--- config.mk ---
export PLATFORM = sky130hd
export DESIGN_NAME = ln_unit_flat
export DESIGN_NICKNAME = d
export VERILOG_FILES = /design/src/rtl/hawkes_fixed_pkg.sv /design/src/rtl/ln_unit_if.sv /design/src/rtl/ln_lut.sv /design/src/rtl/ln_unit.sv /design/src/flat_wrapper.sv
export SDC_FILE = /design/constraint.sdc
export NUM_CORES = 1
export LEC_CHECK = 0
export CAP_MARGIN = 15
export CORE_ASPECT_RATIO = 1.25
export CORE_MARGIN = 10
export CORE_UTILIZATION = 50
export CTS_CLUSTER_DIAMETER = 60
export DETAILED_ROUTE_END_ITERATION = 12
export GPL_TIMING_DRIVEN = 0
export PLACE_DENSITY_LB_ADDON = 0.2
export SLEW_MARGIN = 20
export SYNTH_ARGS = -nofsm -noshare
export SYNTH_HDL_FRONTEND = slang
export SYNTH_SLANG_ARGS = --single-unit
--- constraint.sdc ---
create_clock -name clk -period 6.3 [get_ports clk]
set_input_delay 0.63 -clock clk [delete_from_list [all_inputs] [get_ports clk]]
set_output_delay 0.63 -clock clk [all_outputs]
set_load 0.005 [all_outputs]
--- src/rtl/hawkes_fixed_pkg.sv ---
`default_nettype none
// ============================================================================
//  Module      : hawkes_fixed_pkg
//  Description : Fixed-point formats and logarithm constants shared by the
//                Hawkes datapath (ln unit, exponential unit).
//  Revision    : 1.0 - initial release
// ============================================================================
package hawkes_fixed_pkg;

   // Operand / result formats: unsigned Q2.8 in, signed Q4.8 out
   localparam int         Q28_W      = 10;
   localparam int         Q48_W      = 12;
   localparam int         Q_FRAC     = 8;
   localparam logic [9:0] NUMBER_ONE = 10'h100;

   // Master precision of the stored constants (Q0.20); consumers round down
   // to their own fraction width, which must not exceed TAB_FRAC.
   localparam int          TAB_FRAC = 20;
   localparam logic [19:0] LN2_Q20  = 20'd726817;

   // ln(1 + 2^-k) for k = 1..10 in Q0.20
   function automatic logic [19:0] ln_tab_q20(input logic [3:0] k);
      logic [19:0] v;
      case (k)
         4'd1:    v = 20'd425161;
         4'd2:    v = 20'd233983;
         4'd3:    v = 20'd123504;
         4'd4:    v = 20'd63570;
         4'd5:    v = 20'd32266;
         4'd6:    v = 20'd16257;
         4'd7:    v = 20'd8160;
         4'd8:    v = 20'd4088;
         4'd9:    v = 20'd2046;
         4'd10:   v = 20'd1024;
         default: v = 20'd0;
      endcase
      return v;
   endfunction

   // Round a Q0.20 constant to 'frac' fraction bits (round half up)
   function automatic logic [19:0] round_q20(input logic [19:0] c, input int frac);
      logic [20:0] s;
      if (frac >= TAB_FRAC) begin
         return c;
      end
      s = {1'b0, c} + (21'd1 << (TAB_FRAC - frac - 1));
      return s[20:1] >> (TAB_FRAC - frac - 1);
   endfunction

endpackage
`default_nettype wire

--- src/rtl/ln_unit_if.sv ---
`default_nettype none
// ============================================================================
//  Module      : ln_unit_if
//  Description : start/done handshake and data bus of the ln unit.
//  Revision    : 1.0 - initial release
// ============================================================================
interface ln_unit_if;
   import hawkes_fixed_pkg::*;

   logic             start;
   logic [Q28_W-1:0] x0;
   logic [Q48_W-1:0] y;
   logic             done;
   logic             busy;
   logic             err;

   modport master (output start, x0, input  y, done, busy, err);
   modport slave  (input  start, x0, output y, done, busy, err);
endinterface
`default_nettype wire

--- src/rtl/ln_lut.sv ---
`default_nettype none
// ============================================================================
//  Module      : ln_lut
//  Description : Combinational ROM k -> ln(1 + 2^-k), FRAC fraction bits.
//  Revision    : 1.0 - initial release
// ============================================================================
module ln_lut
   import hawkes_fixed_pkg::*;
#(
   parameter int FRAC = 12
) (
   input  wire logic [3:0]      i_k,
   output logic      [FRAC-1:0] o_ln
);

   // Table lookup rounded from the master Q0.20 constants
   always_comb begin
      o_ln = FRAC'(round_q20(ln_tab_q20(i_k), FRAC));
   end

endmodule
`default_nettype wire

--- src/rtl/ln_unit.sv ---
`default_nettype none
// ============================================================================
//  Module      : ln_unit
//  Description : Iterative natural logarithm, y = ln(x0), Q2.8 in, Q4.8 out.
//                Leading-one normalisation to m in [0.5,1), then greedy
//                multiplicative normalisation m*(1+2^-k) -> 1, one k/cycle.
//  Revision    : 1.0 - initial release
// ============================================================================
module ln_unit
   import hawkes_fixed_pkg::*;
#(
   parameter int N_ITER = 8,   // 4..10
   parameter int GUARD  = 4    // 2..12
) (
   input  wire logic clk,
   input  wire logic rst,
   ln_unit_if.slave  bus
);

   localparam int c_F  = Q_FRAC + GUARD;   // internal fraction bits
   localparam int c_MW = c_F + 1;          // m and t: 1 integer bit
   localparam int c_AW = 4 + c_F;          // acc: signed 4.c_F

   localparam logic [1:0] c_S_IDLE = 2'd0;
   localparam logic [1:0] c_S_NORM = 2'd1;
   localparam logic [1:0] c_S_ITER = 2'd2;
   localparam logic [1:0] c_S_FIN  = 2'd3;

   localparam logic [3:0]             c_KLAST = 4'(N_ITER);
   localparam logic [c_MW-1:0]        c_ONE   = {1'b1, {c_F{1'b0}}};
   localparam logic signed [c_AW-1:0] c_LN2   = c_AW'(round_q20(LN2_Q20, c_F));
   localparam logic [Q48_W-1:0]       c_Y_ERR = 12'h800;

   logic [1:0]             r_state;
   logic [1:0]             w_state_nxt;
   logic [Q28_W-1:0]       r_x;
   logic [c_MW-1:0]        r_m;
   logic signed [c_AW-1:0] r_acc;
   logic [3:0]             r_k;
   logic                   r_zero;
   logic [Q48_W-1:0]       r_y;
   logic                   r_done;
   logic                   r_busy;
   logic                   r_err;

   logic                   w_load;
   logic                   w_norm;
   logic                   w_iter;
   logic                   w_fin;
   logic                   w_busy_nxt;

   logic [3:0]             w_p;
   logic signed [4:0]      w_e;
   logic signed [c_AW-1:0] w_e_ext;
   logic signed [c_AW-1:0] w_acc0;
   logic [Q28_W+c_F-2:0]   w_x_wide;
   logic [c_MW-1:0]        w_m0;
   logic [c_MW-1:0]        w_t;
   logic                   w_take;
   logic [c_F-1:0]         w_lut;
   logic signed [c_AW-1:0] w_lut_ext;

   ln_lut #(
      .FRAC (c_F)
   ) u_lut (
      .i_k  (r_k),
      .o_ln (w_lut)
   );

   // State register
   always_ff @(posedge clk or posedge rst) begin
      if (rst) begin
         r_state <= c_S_IDLE;
      end else begin
         r_state <= w_state_nxt;
      end
   end

   // Next-state logic: IDLE -> NORM -> ITER (N_ITER cycles) -> FIN -> IDLE
   always_comb begin
      w_state_nxt = r_state;
      case (r_state)
         c_S_IDLE: if (bus.start) w_state_nxt = c_S_NORM;
         c_S_NORM: w_state_nxt = c_S_ITER;
         c_S_ITER: if (r_k == c_KLAST) w_state_nxt = c_S_FIN;
         c_S_FIN:  w_state_nxt = c_S_IDLE;
         default:  w_state_nxt = c_S_IDLE;
      endcase
   end

   // FSM output decode; busy covers the whole job including the done cycle
   always_comb begin
      w_load     = (r_state == c_S_IDLE) && bus.start;
      w_norm     = (r_state == c_S_NORM);
      w_iter     = (r_state == c_S_ITER);
      w_fin      = (r_state == c_S_FIN);
      w_busy_nxt = (w_state_nxt != c_S_IDLE) || w_fin;
   end

   // Leading-one index p and exponent e = p - 7
   always_comb begin
      w_p = 4'd0;
      for (int i = 0; i < Q28_W; i++) begin
         if (r_x[i]) w_p = 4'(i);
      end
      w_e     = $signed({1'b0, w_p}) - 5'sd7;
      w_e_ext = {{(c_AW-5){w_e[4]}}, w_e};
      w_acc0  = w_e_ext * c_LN2;
   end

   // m = x * 2^(7-p) in Q1.c_F; shifting a pre-widened x keeps every shift
   // amount non-negative whatever GUARD is
   always_comb begin
      w_x_wide = {r_x, {(c_F-1){1'b0}}};
      w_m0     = c_MW'(w_x_wide >> w_p);
   end

   // One greedy step: accept m*(1+2^-k) only while it stays <= 1.0
   always_comb begin
      w_t       = r_m + (r_m >> r_k);
      w_take    = (w_t <= c_ONE);
      w_lut_ext = $signed({4'b0000, w_lut});
   end

   // Datapath registers. A zero operand still walks the ITER cycles so the
   // latency stays fixed; its result is overridden in FIN.
   always_ff @(posedge clk or posedge rst) begin
      if (rst) begin
         r_x    <= '0;
         r_m    <= '0;
         r_acc  <= '0;
         r_k    <= '0;
         r_zero <= 1'b0;
      end else begin
         if (w_load) begin
            r_x <= bus.x0;
         end
         if (w_norm) begin
            r_m    <= w_m0;
            r_acc  <= w_acc0;
            r_k    <= 4'd1;
            r_zero <= (r_x == '0);
         end
         if (w_iter) begin
            if (w_take) begin
               r_m   <= w_t;
               r_acc <= r_acc - w_lut_ext;
            end
            r_k <= r_k + 4'd1;
         end
      end
   end

   // Registered outputs; dropping the guard bits of a two's-complement
   // value rounds toward -inf
   always_ff @(posedge clk or posedge rst) begin
      if (rst) begin
         r_y    <= '0;
         r_done <= 1'b0;
         r_busy <= 1'b0;
         r_err  <= 1'b0;
      end else begin
         r_done <= w_fin;
         r_busy <= w_busy_nxt;
         if (w_fin) begin
            r_y   <= r_zero ? c_Y_ERR : r_acc[c_AW-1:GUARD];
            r_err <= r_zero;
         end
      end
   end

   assign bus.y    = r_y;
   assign bus.done = r_done;
   assign bus.busy = r_busy;
   assign bus.err  = r_err;

endmodule
`default_nettype wire

--- src/flat_wrapper.sv ---
// flat-port wrapper written by rule: the top's interface ports become plain ports
module ln_unit_flat import hawkes_fixed_pkg::*;
#(
   parameter int N_ITER = 8,           
   parameter int GUARD  = 4            
)
  (clk, rst, bus_start, bus_x0, bus_y, bus_done, bus_busy, bus_err);
  ln_unit_if bus_i ();
  input  wire logic clk;
  input  wire logic rst;
  input wire logic [$bits(bus_i.start)-1:0] bus_start;
  input wire logic [$bits(bus_i.x0)-1:0] bus_x0;
  output wire logic [$bits(bus_i.y)-1:0] bus_y;
  output wire logic [$bits(bus_i.done)-1:0] bus_done;
  output wire logic [$bits(bus_i.busy)-1:0] bus_busy;
  output wire logic [$bits(bus_i.err)-1:0] bus_err;
  assign bus_i.start = bus_start;
  assign bus_i.x0 = bus_x0;
  assign bus_y = bus_i.y;
  assign bus_done = bus_i.done;
  assign bus_busy = bus_i.busy;
  assign bus_err = bus_i.err;
  ln_unit #(.N_ITER(N_ITER), .GUARD(GUARD)) u_core (.clk(clk), .rst(rst), .bus(bus_i));
endmodule
* After elaboration in Yosys (flattened, before gate mapping)
Memory sizes are Yosys's and may differ from the RTL's.
Cells that the tools add are included.
** Word-level totals
- Logic and storage cells :: 51
- Bits in registers :: 61
- Bits in read-only memories :: 304
- Input bits :: 13
- Memories :: 1
** Cells by class
- Eq/ne operators :: 4
- Muxes and demuxes :: 21
- $mul :: 1
- Add/sub/neg operators :: 5
- Reduce and logical (&&, ||, !) cells :: 6
- Order comparisons :: 1
- Shifts and indexed selects :: 2
** Memories
- (no name shown) :: depth 16, bits a word 19, read ports 1, clocked after Yosys merged registers in 0, write ports 0, RTL line hawkes_fixed_pkg.sv:24 : case (k)
** Operator list (number)
- 16-bit 2-to-1 mux :: 3
- 13-bit 2-to-1 mux :: 3
- 21-bit by 4-bit right shift with 13-bit output :: 1
- 20-bit by 8-bit adder with 20-bit output (second input constant) :: 1
- 5-bit by 13-bit multiplier with 16-bit output (second input constant) :: 1
- 4-bit 2-to-1 mux :: 4
- 16-bit by 13-bit subtractor with 16-bit output :: 1
- 13-bit adder :: 1
- 13-bit less-or-equal comparator (second input constant) :: 1
- 13-bit by 4-bit right shift with 13-bit output :: 1
- 12-bit 2-to-1 mux :: 1
- 3-bit 2-to-1 mux :: 4
- 10-bit zero test :: 1
- 2-bit 2-to-1 mux :: 4
- 2-bit one-hot mux with 4 select lines :: 1
- 4-bit by 3-bit subtractor with 5-bit output (second input constant) :: 1
- 4-bit by 1-bit adder with 4-bit output (second input constant) :: 1
- 2-bit == test (second input constant) :: 2
- 4-bit == test (second input constant) :: 1
- 2-bit nonzero test :: 2
- 2-bit by 1-bit == test with 1-bit output (second input constant) :: 1
- 2-bit zero test :: 1
- 1-bit logical AND :: 1
- 1-bit logical OR :: 1
- 1-bit 2-to-1 mux :: 1

* Depth between registers and ports, before layout
- Depth after elaboration :: 14
- Mapped depth :: 22
- Depth with buffers taken out :: 22

* Hierarchy
Synthesis repeated with hierarchy kept, for this count alone.
** Unflattened totals
- Cell total of the unflattened synthesis :: 711
- Area, all modules :: 6279.8 sq um
** Modules (own cells, without submodules)
- ln_unit :: seq. area each 1526.5 sq um, instances 1, area an instance 5795.6 sq um, cells an instance 648
- ln_lut :: seq. area each 0.0 sq um, instances 1, area an instance 484.2 sq um, cells an instance 63

* Worst setup path before layout
OpenSTA, ideal clock, no wires.
- Path type :: flip-flop to flip-flop
- From :: reg u_core.r_x[6]
- To :: reg u_core.r_acc[15]
- Slack :: 1.110 ns
- Data required time :: 6.213 ns
- Setup time :: 0.087 ns
- Cell stages (with the launch flop) :: 23
- Buffers on the path :: 0
- Data arrival time :: 5.103 ns
- Cell sequence :: dfrtp_1 -> nor2_1 -> o31ai_1 -> nand2_1 -> clkinv_1 -> ha_1 -> xnor2_1 -> inv_1 -> ha_1 -> ha_1 -> inv_1 -> fa_1 -> inv_1 -> ha_1 -> fa_1 -> a21o_1 -> a21oi_1 -> o21bai_1 -> a2111oi_0 -> nor3_1 -> xnor2_1 -> or3_1 -> o211ai_1
** Between the ends
- Cells in the longest elaborated chain, start to end :: 9
** Ends and longest elaborated chain
- start: declaration :: RTL line ln_unit.sv:36 : logic [Q28_W-1:0] r_x;
- start signal: assignment :: RTL line ln_unit.sv:136 : r_x <= bus.x0;
- 3-bit 2-to-1 mux (*) (2 in series) :: RTL line ln_unit.sv:104 : if (r_x[i]) w_p = 4'(i);
- 4-bit 2-to-1 mux (*) (2 in series) :: RTL line ln_unit.sv:104
- 4-bit by 3-bit subtractor with 5-bit output (*) :: RTL line ln_unit.sv:106 : w_e = $signed({1'b0, w_p}) - 5'sd7;
- 5-bit by 13-bit multiplier with 16-bit output (*) :: RTL line ln_unit.sv:108 : w_acc0 = w_e_ext * c_LN2;
- 16-bit 2-to-1 mux (*) :: RTL line ln_unit.sv:138 : if (w_norm) begin
- 16-bit 2-to-1 mux :: RTL line ln_unit.sv:145 : if (w_take) begin
- 16-bit 2-to-1 mux (*) :: RTL line ln_unit.sv:144 : if (w_iter) begin
- end signal: assignment :: RTL line ln_unit.sv:140 : r_acc <= w_acc0;
- end signal: assignment :: RTL line ln_unit.sv:147 : r_acc <= r_acc - w_lut_ext;
- end: declaration :: RTL line ln_unit.sv:38 : logic signed [c_AW-1:0] r_acc;
Every way passes the cells marked *; elsewhere a longest branch is shown, timed or not.
A chain may end at the register's enable or synchronous reset.

* Final worst setup path
- From :: reg u_core.r_x[2]
- To :: reg u_core.r_acc[15]
** Between the ends
- Cells in the longest elaborated chain, start to end :: 13
** Ends and longest elaborated chain (RTL line)
- 2-bit 2-to-1 mux (*) (2 in series) :: ln_unit.sv:104
- 3-bit 2-to-1 mux (*) (4 in series) :: ln_unit.sv:104
- 4-bit 2-to-1 mux (*) (2 in series) :: ln_unit.sv:104
- 4-bit by 3-bit subtractor with 5-bit output (*) :: ln_unit.sv:106
- 5-bit by 13-bit multiplier with 16-bit output (*) :: ln_unit.sv:108
- 16-bit 2-to-1 mux (*) :: ln_unit.sv:138
- 16-bit 2-to-1 mux :: ln_unit.sv:145
- 16-bit 2-to-1 mux (*) :: ln_unit.sv:144
Marked as above.

==> impl_results.md <==
- Vias: 5,298
- Iteration-0 DRC Markers: 343
- Syn Inst Count: 705
- Slew Viols, Final: 0
- ANT nets after route: 0
- Post-synthesis cell area: 5890 um2
- Ranking of synthesized cells by area: dfrtp_1 (26%), ha_1 (14%), mux2i_1 (5.3%), o21ai_0 (4.8%), a21oi_1 (4.4%)
- CP arrival: 6.10 ns
- Share of layout cells above drive strength 1: 0.0775
- Clock transition at path regs: 0.06 ns
- Post-synth ARST share: 1.00
- Die Y-Extent: 141 um
- Via/cell ratio: 5.98
- GRT overflow: 0
- CP endpoint kind: flop
- Critical Path Source Type: flop
- Hold Vio Cnt, Final: 0
- Final worst path period share: 0.928
- EDFF count, synth: 0
- Req. time, crit path: 6.55 ns
- Pin count of the biggest net entering global routing: 39
- Antenna violations before repair: 0
- Mapped Avg Cell Area: 8.35 um2
- Die Width: 117 um
- Final #Nets: 828
- IO Pins: 28
- Synth area leader: dfrtp_1
- Worst min path class: reg -> reg
- Pre-antenna DRT Iters: 5
- Reg2reg start: u_core.r_x[2]
- Final setup viols: 0
- Syn_nets: 790
- Reg2reg setup slack: 0.45 ns
- Minimum clock period: 5.85 ns
- Clk root buf: clkbuf_16
- Fmax: 0.171 GHz
- Worst-margin pin slew: 1.05 ns
- Setup Buffers After CTS: 0
- Main synth FF type: dfrtp_1
- Kind of critical path: reg -> reg
- Multi-input gate area: 4030 um2
- Rel. slew slack: 0.294
- Part of the Yosys area used for sequential elements: 0.259
- Port buffer count: 27
- Clock Skews: 0.00778 ns
- Synth cell types: 65
- Initial core utilization: 0.509
- Crit-path max FO: 10
- Clk_lat worst skew: 0.33 ns
- CTS tree: done
- Reg2reg end: u_core.r_acc[15]
- Num rows: 44
- HPWL after DPL: 12,300 um
- Sum Neg Setup Slack: 0 ns
- Yosys reg bits: 61
- Ant diodes: 0
- CTS Buffer Depth: 2
- Storage element area: 1530 um2
- Tot GR Track Use: 0.193
- Critical Path End: u_core.r_acc[15]
- Worst Reg-to-Reg Cells: 22
- CTS buffer count: 9
- Core area: 11,600 um2
- Fillers: 1,063
- Htree depth: 3
- Synth top area share: 0.259
- Status: finished, final reports clean
- Vias in the first global route: 5,270
- CP Launch Point: u_core.r_x[2]
- Die ar.: 16,500 um2
- Synth Warn #: 0
- Area delta synth->final: 13.2%
- Post-Route WL: 15,600 um
- RePlAce Congestion: 0.933
- First-pass GRT wire length: 26,000 um
- Avg WL per Cell: 17.6 um
- DRC violations left: 0
- WHS: 0.522 ns
- Hold Crit Start: u_core.bus.y[0]
- Clk sink count: 61
- RSZ-0062 raised after global routing: no
- MaxCap Viol Count: 0
[final cells by class]
type                            count  share of cell area
Clock buffer                       10              0.0344
Sequential cell                    61               0.229
Inverter                           60              0.0348
Buffer                             26              0.0165
Tap cell                          138              0.0259
Multi-Input combinational cell    557               0.605
Timing Repair Buffer               28              0.0436
Clock inverter                      6              0.0109
[flip-flops by register name, summed over array words and instances, names as in the netlist, 2 cells and up]
signal / count
u_core.r_acc: 16
u_core.r_m: 13
u_core.bus.y: 12
u_core.r_x: 10
u_core.r_k: 4
u_core.r_state: 2
[worst min-delay path by stage]
stage | cells after the start | slack, ns | to
after detailed placement | 2 | 0.52 | u_core.bus.y[0]
after floorplan | 2 | 0.48 | u_core.bus.y[0]
after global routing | 2 | 0.55 | u_core.bus.y[0]
after global placement | 2 | 0.51 | u_core.bus.y[8]
after CTS | 2 | 0.53 | u_core.bus.y[0]
final | 2 | 0.52 | u_core.bus.y[0]
[per-stage QoR]
step	std cells	utilization	setup WS (ns)	instance area [um2]
final	886	0.576	0.451	6660
after global routing	886	0.576	0.115	6660
after CTS	887	0.575	0.280	6650
after detailed placement	871	0.549	0.290	6350
after global placement	870	0.547	0.449	6330
after floorplan	705	-	1.11	5890
[synthesized netlist by cell type (4+ instances only)]
cell type   n
a211oi_1   11
a21o_1      7
a21oi_1    52
and2_1      9
and3_1     10
buf_2       4
clkbuf_1   20
clkinv_1    4
dfrtp_1    61
fa_1        8
ha_1       64
inv_1      56
mux2_2     15
mux2i_1    31
nand2_1    62
nand2b_1    5
nand3_1    14
nor2_1     57
nor2b_1     7
nor3_1     18
o211ai_1    9
o21a_1      9
o21ai_0    57
o31a_1      4
or2_2       5
or3_1       6
xnor2_1    24
xor2_1      8
[layout by cell type, fill, tap and decap left out, types with 6 or more instances in the layout]
| master | count |
|---|---|
| a211oi_1 | 11 |
| a21o_1 | 7 |
| a21oi_1 | 52 |
| and2_1 | 9 |
| and3_1 | 10 |
| clkbuf_1 | 20 |
| clkbuf_16 | 9 |
| clkdlybuf4s50_1 | 27 |
| dfrtp_1 | 61 |
| fa_1 | 8 |
| ha_1 | 64 |
| inv_1 | 55 |
| mux2_2 | 15 |
| mux2i_1 | 31 |
| nand2_1 | 60 |
| nand3_1 | 14 |
| nor2_1 | 56 |
| nor2b_1 | 7 |
| nor3_1 | 18 |
| o211ai_1 | 9 |
| o21a_1 | 9 |
| o21ai_0 | 57 |
| or3_1 | 6 |
| xnor2_1 | 24 |
| xor2_1 | 8 |
[worst max-delay path, cell delays in order, from the launching register on]
cell,delay [ns]
dfrtp_1,0.43
nand2b_1,0.13
a21oi_1,0.06
o21ai_0,0.37
nand2_2,0.30
ha_1,0.30
xnor2_1,0.36
inv_1,0.25
ha_1,0.37
ha_1,0.28
inv_1,0.05
fa_1,0.49
inv_1,0.04
ha_1,0.22
fa_1,0.40
a21o_1,0.17
a21oi_1,0.25
o21bai_1,0.18
a2111oi_0,0.42
nor3_1,0.15
xnor2_1,0.15
or3_1,0.31
o211ai_1,0.08
[cell families after synthesis]
group,synth area share
muxes,0.0929
other,0.000637
buffers and inverters,0.0576
AOI/OAI and AO/OA,0.208
xor gates and xnor gates,0.0476
adders and majority gates,0.163
DFF,0.259
and+or+nand+nor,0.171
[metal layers]
layer  up-vias  wire (um)  GRT usage  part of all wire
li1       2600          -          -                 -
met3        23        629     0.0274             0.040
met1      2537       6820      0.241              0.44
met2       138       7880      0.332              0.51
met4         0        246     0.0606             0.016
met5         -          0          0                 0
[repair_timing]
item	in CTS	in global routing
endpoints found under the hold margin	0	0
resized for setup	0	4
setup endpoints to repair	0	2
hold buffers	0	0
Power is left out: the tool's default activity adds up to more than one toggle a clock period on the data nets, which glitch-free logic cannot reach.
